===== config.mk =====
export PLATFORM = sky130hd
export DESIGN_NAME = mod_counter
export DESIGN_NICKNAME = d
export VERILOG_FILES = /design/src/rtl/mod_counter_pkg.sv /design/src/rtl/mod_counter_tick_divider.sv /design/src/rtl/mod_counter.sv
export SDC_FILE = /design/constraint.sdc
export NUM_CORES = 1
export LEC_CHECK = 0
export CAP_MARGIN = 40
export CORE_ASPECT_RATIO = 0.9
export CORE_UTILIZATION = 25
export DETAILED_ROUTE_END_ITERATION = 8
export HOLD_SLACK_MARGIN = 0.1
export PLACE_DENSITY = 0.56
export SETUP_SLACK_MARGIN = 0.05
export SLEW_MARGIN = 10
export SYNTH_ARGS = -nofsm -noshare
export SYNTH_HDL_FRONTEND = slang
export SYNTH_SLANG_ARGS = --single-unit
export TNS_END_PERCENT = 5

===== constraint.sdc =====
create_clock -name clk -period 1.57 [get_ports clk]
set_clock_uncertainty 0.1 [all_clocks]
set_input_delay 0.314 -clock clk [delete_from_list [all_inputs] [get_ports clk]]
set_output_delay 0.314 -clock clk [all_outputs]
set_load 0.02 [all_outputs]

===== src/rtl/mod_counter_pkg.sv =====
// Shared constants and helpers for the mod_counter event/timebase counter.
package mod_counter_pkg;

  localparam logic DIR_UP    = 1'b1;
  localparam logic DIR_DOWN  = 1'b0;
  localparam logic MODE_WRAP = 1'b0;
  localparam logic MODE_SAT  = 1'b1;

  // Bits needed to hold values 0..value-1; returns 0 for value <= 1.
  function automatic int unsigned clog2(input int unsigned value);
    int unsigned result;
    int unsigned v;
    result = 0;
    v      = (value > 0) ? value - 1 : 0;
    while (v > 0) begin
      result = result + 1;
      v      = v >> 1;
    end
    return result;
  endfunction

endpackage


===== src/rtl/mod_counter_tick_divider.sv =====
// Prescaler: emits one step per PRESCALE enabled cycles; restart drops partial progress.
module tick_divider
  import mod_counter_pkg::*;
#(
  parameter int unsigned PRESCALE = 1
) (
  input  logic clk,
  input  logic reset,
  input  logic enable,
  input  logic restart,
  output logic step
);

  localparam int unsigned CntW = (clog2(PRESCALE) > 0) ? clog2(PRESCALE) : 1;
  localparam logic [CntW-1:0] LastVal = CntW'(PRESCALE - 1);

  logic [CntW-1:0] r_pre_cnt;
  logic            w_last;

  // With PRESCALE == 1 the counter never leaves 0, so every enabled cycle is a step.
  assign w_last = (r_pre_cnt == LastVal);
  assign step   = enable && w_last;

  // Prescale counter: advances on enabled cycles, holds otherwise.
  always_ff @(posedge clk) begin
    if (reset || restart) begin
      r_pre_cnt <= '0;
    end else if (enable) begin
      r_pre_cnt <= w_last ? '0 : r_pre_cnt + 1'b1;
    end
  end

endmodule


===== src/rtl/mod_counter.sv =====
// Up/down modulo counter with prescaler, load, wrap/saturate, tc pulse and sticky overflow.
module mod_counter
  import mod_counter_pkg::*;
#(
  parameter int unsigned WIDTH    = 4,
  parameter int unsigned MAX_VAL  = 2**WIDTH - 1,
  parameter int unsigned PRESCALE = 1
) (
  input  logic             clk,
  input  logic             reset,
  input  logic             enable,
  input  logic             up,
  input  logic             sat_mode,
  input  logic             clear,
  input  logic             load,
  input  logic [WIDTH-1:0] load_val,
  input  logic             clr_flag,
  output logic [WIDTH-1:0] count_out,
  output logic             tc,
  output logic             ovf_flag
);

  localparam longint unsigned RangeTop = (64'd1 << WIDTH) - 64'd1;
  localparam logic [WIDTH-1:0] MaxVal  = WIDTH'(MAX_VAL);

  if (WIDTH < 1) begin : g_bad_width
    $error("mod_counter: WIDTH must be at least 1");
  end
  if (MAX_VAL < 1 || longint'(MAX_VAL) > RangeTop) begin : g_bad_max
    $error("mod_counter: MAX_VAL must be in 1..2**WIDTH-1");
  end
  if (PRESCALE < 1) begin : g_bad_prescale
    $error("mod_counter: PRESCALE must be at least 1");
  end

  logic [WIDTH-1:0] r_count;
  logic             r_tc;
  logic             r_ovf;

  logic             w_step;
  logic             w_restart;
  logic [WIDTH-1:0] w_load_val;
  logic             w_at_max;
  logic             w_at_zero;
  logic             w_boundary;
  logic             w_event;
  logic [WIDTH-1:0] w_count_step;

  assign w_restart = clear | load;

  tick_divider #(
    .PRESCALE (PRESCALE)
  ) u_tick_divider (
    .clk     (clk),
    .reset   (reset),
    .enable  (enable),
    .restart (w_restart),
    .step    (w_step)
  );

  assign w_load_val = (load_val > MaxVal) ? MaxVal : load_val;
  assign w_at_max   = (r_count == MaxVal);
  assign w_at_zero  = (r_count == '0);
  assign w_boundary = w_step && ((up == DIR_UP) ? w_at_max : w_at_zero);
  // clear and load outrank a step, so a boundary coinciding with them is not an event.
  assign w_event    = w_boundary && !w_restart;

  // Next count for a step: bounds are MaxVal and 0, never natural WIDTH-bit overflow.
  always_comb begin
    w_count_step = r_count;
    if (up == DIR_UP) begin
      if (w_at_max) begin
        w_count_step = (sat_mode == MODE_SAT) ? MaxVal : '0;
      end else begin
        w_count_step = r_count + 1'b1;
      end
    end else begin
      if (w_at_zero) begin
        w_count_step = (sat_mode == MODE_SAT) ? '0 : MaxVal;
      end else begin
        w_count_step = r_count - 1'b1;
      end
    end
  end

  // Count, tc and sticky flag registers; priority reset > clear > load > step.
  always_ff @(posedge clk) begin
    if (reset) begin
      r_count <= '0;
      r_tc    <= 1'b0;
      r_ovf   <= 1'b0;
    end else begin
      if (clear) begin
        r_count <= '0;
        r_tc    <= 1'b0;
      end else if (load) begin
        r_count <= w_load_val;
        r_tc    <= 1'b0;
      end else begin
        r_tc <= w_event;
        if (w_step) begin
          r_count <= w_count_step;
        end
      end
      // Set beats clr_flag when both happen on the same edge.
      if (w_event) begin
        r_ovf <= 1'b1;
      end else if (clr_flag) begin
        r_ovf <= 1'b0;
      end
    end
  end

  assign count_out = r_count;
  assign tc        = r_tc;
  assign ovf_flag  = r_ovf;

endmodule


==> flow_summary.json, run 1 <==
{
  "outcome": "finished clean",
  "finish.utilization_pct": 46.8,
  "pre_cts_slack_ns": -0.195,
  "drtIter0Drc": 28,
  "port_buffers": 17,
  "cp-end-kind": "register",
  "grt_max_degree": 12,
  "hpwlAfterDp_um": 1070,
  "worstPathArrival_ns": 1.52,
  "routed_wl_um": 1330,
  "relSlewSlack_pct": 73.3,
  "worst_slack_ns": 0.0677,
  "dp.cells": 110,
  "grt_pass1_wl_um": 2280,
  "avgSynthCellArea_um2": 8.21,
  "async_flop_share_pct": 0,
  "vdd_drop_max_mv": 0.318,
  "max_clock_freq_mhz": 666,
  "route.detailed.drc": 0,
  "finalSetupViolations": 0,
  "rows": 14,
  "syn_area_um2": 468,
  "antenna_found_initial": 0,
  "slew_viol_final": 0,
  "hold_viol": 0,
  "worstMarginPinSlew_ns": 0.395,
  "dieArea_um2": 2050,
  "routabilityCongestion": 0.786,
  "ios": 18,
  "timing.final.crit_share_pct": 95.7,
  "synth_nets": 71,
  "vias": 552,
  "critPathKind": "in -> reg",
  "start_util_pct": 27.3,
  "crit_path_start_kind": "input pin",
  "area_growth_pct": 71.7,
  "seq_area_frac_synth_pct": 25.7,
  "clk_path_buf_depth": 2,
  "required_ns": 1.59,
  "fin_crit_ns": 1.50,
  "die_w_um": 47.6,
  "grt_usage_pct": 15.6,
  "cap_violations": 0,
  "pwr_density_cell_nw_per_um2": 601,
  "grt_overflow": 0,
  "clk_latency_ns": 0.25,
  "grt_pass1_vias": 541,
  "total_power_uw": 483,
  "hold_class": "reg -> reg",
  "cts-root-buf": "clkbuf_4",
  "synth-edff-count": 0,
  "stdcell_count": 114,
  "cts_max_level": 1,
  "clk_pin_slew_ns": 0.05,
  "synth_warnings": 0,
  "ys.flop_type": "dfxtp_1",
  "core-area_um2": 1720,
  "die_h_um": 43.0,
  "postSynthCellCount": 57,
  "nets": 105,
  "final_cell_mix": "buf_4, clkdlybuf4s50_1, dlygate4sd2_1",
  "postRouteAntennaNets": 0,
  "drive_gt1_share_pct": 31.1,
  "dr.pass1.iters": 4,
  "hold_buffers": 0,
  "leakagePower_uw": 0.000331,
  "fin_tns_setup_ns": 0,
  "cts.sinks": 6,
  "vias_per_cell": 4.84,
  "ys_seq_elements": 6,
  "cts_buffers": 3,
  "diodes": 0,
  "grt_setup_unrepaired": "yes",
  "tritoncts": "built",
  "wire_per_inst_um": 11.7,
  "worstPathMaxFanout": 6,
  "ys_types": 32,
  "layout_commonest_cell": "buf_4"
}
==> where the power goes <==
group	internal [µW]	switching [µW]	total (µW)
combinational	89.1	66.0	155
sequential	159	10.6	170
clock	96.6	61.0	158
==> layout make-up <==
cell class                 count  area [µm²]
fill                         197         913
multi-input combinational     46         338
timing repair buffer          31         268
sequential                     6         128
tap                           24        30.0
clock buffer                   4        26.3
inverter                       3        13.8
==> per-layer routing <==
metal  wire, µm  track usage, %  vias to the layer above
li1           -               -                      287
met1        626            22.1                      245
met2        614            22.7                       20
met3         92            7.66                        0
met4          0               0                        0
met5          0               0                        -
==> cell families (layout without fill, tap and decap cells) <==
logic type      Yosys count  in the layout  synth area share (%)
compound gates           21             21                  35.0
fa+ha+maj                 2              2                  5.35
buf+inv                   5             38                  6.95
flops                     6              6                  25.7
simple gates             23             23                  27.0
==> cell usage after synthesis (2+ instances only) <==
master    count  area [µm²]
o311ai_0      3        26.3
nor2_1        4        15.0
dfxtp_1       6         120
nand3_1       4        20.0
nand2_1       3        11.3
a21oi_1       4        20.0
a31oi_1       2        12.5
ha_1          2        25.0
nand2b_1      6        37.5
==> state kept, by name, indices dropped and copies added, names as in the netlist <==
register,count
count_out,4
ovf_flag,1
tc,1
==> what timing repair did <==
item | in CTS | in global routing
setup endpoints to repair | 6 | 3
pin swaps | 0 | 0
setup buffers | 0 | 0
resized for setup | 6 | 4
==> through the flow <==
step / cell area (µm²) / hold slack (ns)
finish: 803 / 0.344
global route: 803 / 0.364
CTS: 781 / 0.350
detailed placement: 762 / 0.345
global placement: 762 / 0.336
floorplan: 475 / 0.322
==> final timing paths <==
kind	startpoint	to	slack (ns)	cells past startpoint
max	sat_mode	count_out[3]	0.07	5
min	ovf_flag	ovf_flag	0.34	1
max reg2reg	count_out[1]	count_out[3]	0.07	5
min reg2reg	ovf_flag	ovf_flag	0.34	1
==> critical path, stage by stage <==
cell	delay, ns
clkdlybuf4s50_1	0.56
nand2b_1	0.13
o31ai_1	0.07
a221oi_1	0.32
o32ai_2	0.13
No activity file was read; power rests on OpenSTA's default activity.
==> run 2: changes to the inputs <==
--- a/config.mk
+++ b/config.mk
@@ -9,6 +9,7 @@
 export CORE_ASPECT_RATIO = 0.9
 export CORE_UTILIZATION = 25
 export DETAILED_ROUTE_END_ITERATION = 8
+export GPL_TIMING_DRIVEN = 0
 export HOLD_SLACK_MARGIN = 0.1
 export PLACE_DENSITY = 0.56
 export SETUP_SLACK_MARGIN = 0.05
==> flow_summary.json, run 2 (synthesis gave the netlist of run 1 again) <==
{
  "met1_usage_pct": 21.4,
  "drtIter0Drc": 5,
  "cts.sinks": 6,
  "clk_path_buf_depth": 2,
  "outcome": "finished clean",
  "port_buffers": 17,
  "gr-usage-met3_pct": 6.38,
  "diodes": 0,
  "worstPathArrival_ns": 1.59,
  "grt_max_degree": 11,
  "layout_commonest_cell": "clkdlybuf4s50_1",
  "relSlewSlack_pct": 71.9,
  "routed_wl_um": 1480,
  "crit_slowest_cell": "or4_4",
  "slew_viol_final": 0,
  "pwr_density_cell_nw_per_um2": 631,
  "dieArea_um2": 2050,
  "vias_per_cell": 5.32,
  "cp_cell_sequence": "buf_4 > or4_4 > a41o_1 > o32ai_2",
  "multi_input_area_um2": 358,
  "nets": 95,
  "cts_buffers": 3,
  "postRouteAntennaNets": 0,
  "routabilityCongestion": 0.739,
  "cts-root-buf": "clkbuf_4",
  "die_h_um": 43.0,
  "hpwlAfterDp_um": 905,
  "cpPeakStageDelay_ns": 0.53,
  "final_cell_mix": "clkdlybuf4s50_1, dlygate4sd2_1, nand2b_1",
  "vdd_drop_max_mv": 0.366,
  "dr.pass1.iters": 3,
  "drive_gt1_share_pct": 28.7,
  "vias": 553,
  "route.detailed.drc": 0,
  "hold_viol": 0,
  "cp-end-kind": "register",
  "clk_latency_ns": 0.25,
  "grt_setup_unrepaired": "yes",
  "rows": 14,
  "final-seq-area_um2": 130,
  "fin_area_um2": 759,
  "hold_class": "reg -> reg",
  "core-area_um2": 1720,
  "timing.critical_path.max_delay_family": "simple AND/OR/NAND/NOR gates",
  "busiest_layer": "met2",
  "grt_usage_pct": 15.6,
  "ios": 18,
  "clk_pin_slew_ns": 0.05,
  "largest_reg_flops": 4,
  "crit_path_start_kind": "register",
  "grt_pass1_vias": 477,
  "total_power_uw": 479,
  "finalSetupViolations": 0,
  "leakagePower_uw": 0.000307,
  "start_util_pct": 27.3,
  "required_ns": 1.63,
  "grt_pass1_wl_um": 2180,
  "antenna_found_initial": 0,
  "wire_per_inst_um": 14.2,
  "area_growth_pct": 62.3,
  "worstPathMaxFanout": 10,
  "critPathKind": "reg -> reg",
  "timing.final.crit_share_pct": 97.4,
  "die_w_um": 47.6,
  "max_clock_freq_mhz": 654,
  "place_area_um2": 676,
  "crit_buf_inv": 1,
  "worstMarginPinSlew_ns": 0.415,
  "grt_overflow": 0,
  "cap_violations": 0,
  "grt_util_met2_pct": 21.9,
  "fin_crit_ns": 1.53,
  "nFillCells": 191,
  "cts_max_level": 1,
  "tritoncts": "built"
}
-- run 2: final cells by class --
class | count | share of cell area [%]
well taps | 24 | 3.95
multi-input cells | 46 | 47.1
inverters | 3 | 2.47
plain buffers | 1 | 0.988
clock buffers | 4 | 3.46
repair buffers | 20 | 24.9
flip-flops and latches | 6 | 17.1
-- run 2: what timing repair did --
item	in CTS	in global routing
pin swaps	0	5
hold buffers	0	0
endpoints found under the setup margin	9	3
setup buffers	0	3
gates resized for setup	11	11
-- run 2: path summary, 6_finish.rpt --
path,end,cells after the start,slack [ns],from
setup reg to reg,count_out[3],4,0.04,count_out[3]
hold reg to reg,ovf_flag,1,0.34,ovf_flag
setup / recovery,count_out[3],4,0.04,count_out[3]
hold / removal,ovf_flag,1,0.34,ovf_flag
-- run 2: worst reg2reg max path: cells and delay by family (launching register included) --
kind                   cells  cell delay [ns]
flip-flops                 1             0.31
AND/OR/NAND/NOR            1             0.53
buffers and inverters      1             0.16
AO/OA/AOI/OAI              2             0.34
-- run 2: routing by layer --
metal	vias to the layer above	wire length (µm)	share of wire (%)
li1	269	-	-
met1	257	653	44
met2	18	698	47
met3	9	78	5.3
met4	0	44	3.0
met5	-	0	0
-- run 2: report_power, final --
part	internal (µW)	total, µW	switching [µW]
clock	96.9	162	65.0
combinational	76.3	149	72.2
sequential	158	169	10.7
-- run 2: stage by stage --
stage	worst slack (ns)	util [%]	std cells	hold slack, ns	setup TNS (ns)
3_5_place_dp	-0.345	39.4	98	0.340	-1.14
5_1_grt	0.0168	44.2	104	0.360	0
3_3_place_gp	-0.345	39.4	98	0.334	-1.21
4_1_cts	0.00947	41.8	102	0.347	0
6_report	0.0402	44.2	104	0.343	0
2_1_floorplan	0.0523	-	57	0.322	0
==> run 3: changes to the inputs <==
--- a/config.mk
+++ b/config.mk
@@ -5,13 +5,15 @@
 export SDC_FILE = /design/constraint.sdc
 export NUM_CORES = 1
 export LEC_CHECK = 0
+export ABC_AREA = 1
+export ABC_CLOCK_PERIOD_IN_PS = 1570
 export CAP_MARGIN = 40
 export CORE_ASPECT_RATIO = 0.9
 export CORE_UTILIZATION = 25
 export DETAILED_ROUTE_END_ITERATION = 8
 export GPL_TIMING_DRIVEN = 0
 export HOLD_SLACK_MARGIN = 0.1
-export PLACE_DENSITY = 0.56
+export PLACE_DENSITY = 0.55
 export SETUP_SLACK_MARGIN = 0.05
 export SLEW_MARGIN = 10
 export SYNTH_ARGS = -nofsm -noshare
==> flow_summary.json, run 3 <==
{
  "grt_usage_pct": 13.3,
  "synth-edff-count": 0,
  "drtIter0Drc": 14,
  "r2r-start": "count_out[0]",
  "outcome": "finished clean",
  "pwr_density_cell_nw_per_um2": 629,
  "worstPathMaxFanout": 7,
  "final_cell_mix": "nand2_1, clkdlybuf4s50_1, inv_1",
  "postSynthCellCount": 74,
  "crit_buf_inv": 1,
  "grt_max_degree": 10,
  "die_h_um": 43.5,
  "vias_per_cell": 4.30,
  "largest_reg_flops": 4,
  "port_buffers": 17,
  "max_clock_freq_mhz": 674,
  "crit_path_start_kind": "register",
  "post-synth-top-count-cell": "nand2_1",
  "timing.final.crit_share_pct": 94.5,
  "cp_cell_sequence": "dlygate4sd2_1",
  "worstPathArrival_ns": 1.07,
  "seq_area_frac_synth_pct": 25.1,
  "cts-root-buf": "clkbuf_4",
  "clk_path_buf_depth": 2,
  "cts.sinks": 6,
  "ys_types": 21,
  "relSlewSlack_pct": 82.9,
  "finalSetupViolations": 0,
  "area_growth_pct": 46.1,
  "critPathKind": "reg -> out",
  "ios": 18,
  "rows": 14,
  "cp-end-kind": "output port",
  "vdd_drop_max_mv": 0.381,
  "synth_warnings": 0,
  "grt_overflow": 0,
  "timing.critical_path.max_delay_family": "flip-flops",
  "start_util_pct": 27.6,
  "nets": 110,
  "crit_start": "count_out[3]",
  "grt_pass1_vias": 434,
  "netlist_top_cells_count": "nand2_1, inv_1, nor2_1",
  "avgSynthCellArea_um2": 6.46,
  "synth_nets": 88,
  "yosysTopAreaCell": "dfxtp_1",
  "ys_seq_elements": 6,
  "route.detailed.drc": 0,
  "clk_pin_slew_ns": 0.05,
  "clk_latency_ns": 0.25,
  "synthTopCellsByArea": "dfxtp_1, nand2_1, inv_1",
  "cts_max_level": 1,
  "hold_viol": 0,
  "diodes": 0,
  "dieArea_um2": 2090,
  "async_flop_share_pct": 0,
  "postRouteAntennaNets": 0,
  "syn_area_um2": 478,
  "die_w_um": 48.1,
  "place_area_um2": 678,
  "grt_pass1_wl_um": 1900,
  "pre_cts_slack_ns": -0.112,
  "layout_commonest_cell": "nand2_1",
  "post_cts_buffers": 0,
  "fin_crit_ns": 1.48,
  "hpwlAfterDp_um": 883,
  "slew_viol_final": 0,
  "routed_wl_um": 1080,
  "worstMarginPinSlew_ns": 0.256,
  "cpPeakStageDelay_ns": 0.45,
  "antenna_found_initial": 0,
  "crit_slowest_cell": "dfxtp_1",
  "leakagePower_uw": 0.000353,
  "vias": 507,
  "drive_gt1_share_pct": 17.0,
  "ys.flop_type": "dfxtp_1",
  "hold_class": "reg -> reg",
  "dr.pass1.iters": 3,
  "routabilityCongestion": 0.751,
  "worst_slack_ns": 0.0865,
  "tritoncts": "built",
  "grt_setup_unrepaired": "yes",
  "required_ns": 1.16,
  "core-area_um2": 1730,
  "cap_violations": 0,
  "holdCritStartpoint": "ovf_flag",
  "fin_area_um2": 698,
  "cts_buffers": 3,
  "synth_top_area_share_pct": 25.1,
  "wire_per_inst_um": 9.12
}
[run 3: changes by cell type after synthesis, moves of 2 or more]
cell,delta
nand3_1,+2
inv_1,+10
nor2_1,+4
nand2_1,+16
a22oi_1,+3
o311ai_0,-3
nand2b_1,-6
[run 3: cells by family after synthesis]
group                      synth area share [%]
and+or+nand+nor                            39.0
xor gates and xnor gates                   1.83
DFF                                        25.1
buffers and inverters                      11.8
adders and majority gates                  5.23
AOI/OAI and AO/OA                          17.0
[run 3: timing repair]
| item | CTS | global route |
|---|---|---|
| gates resized for setup | 6 | 4 |
| gates cloned | 0 | 0 |
| hold buffers | 0 | 0 |
| endpoints found under the setup margin | 6 | 7 |
| pin swaps | 0 | 0 |
[run 3: layer usage]
metal	global-route usage, %	routed length (µm)	vias to the layer above
met2	17.6	489	11
met1	18.3	531	215
met5	0	0	-
met3	7.92	54	0
met4	3.33	0	0
li1	-	-	281
[run 3: stage by stage]
| step | cells | power, µW | setup TNS (ns) | hold slack, ns | utilization [%] |
|---|---|---|---|---|---|
| CTS | 118 | 446 | 0 | 0.379 | 40.0 |
| global placement | 115 | 299 | -0.339 | 0.364 | 39.1 |
| finish | 118 | 439 | 0 | 0.382 | 40.3 |
| floorplan | 74 | 244 | 0 | 0.276 | - |
| global route | 118 | 480 | 0 | 0.420 | 40.3 |
| detailed placement | 115 | 299 | -0.350 | 0.375 | 39.1 |
[run 3: path summary, 6_finish.rpt]
check / end / slack [ns] / depth (start not counted)
max reg2reg: ovf_flag / 0.20 / 9
min reg2reg: ovf_flag / 0.38 / 2
max: count_out[3] / 0.09 / 1
min: ovf_flag / 0.38 / 2
[run 3: area by class of cell]
| cell class | instances | area, µm² |
|---|---|---|
| fillers | 185 | 1040 |
| flip-flops and latches | 6 | 123 |
| well taps | 24 | 30.0 |
| multi-input cells | 55 | 304 |
| clock buffers | 3 | 22.5 |
| repair buffers | 17 | 163 |
| inverters | 12 | 45.0 |
| plain buffers | 1 | 11.3 |
[run 3: power breakdown]
part / total [µW] / switching, µW / internal (µW)
registers: 166 / 7.11 / 159
clock network: 147 / 60.4 / 86.8
logic: 126 / 63.3 / 62.7
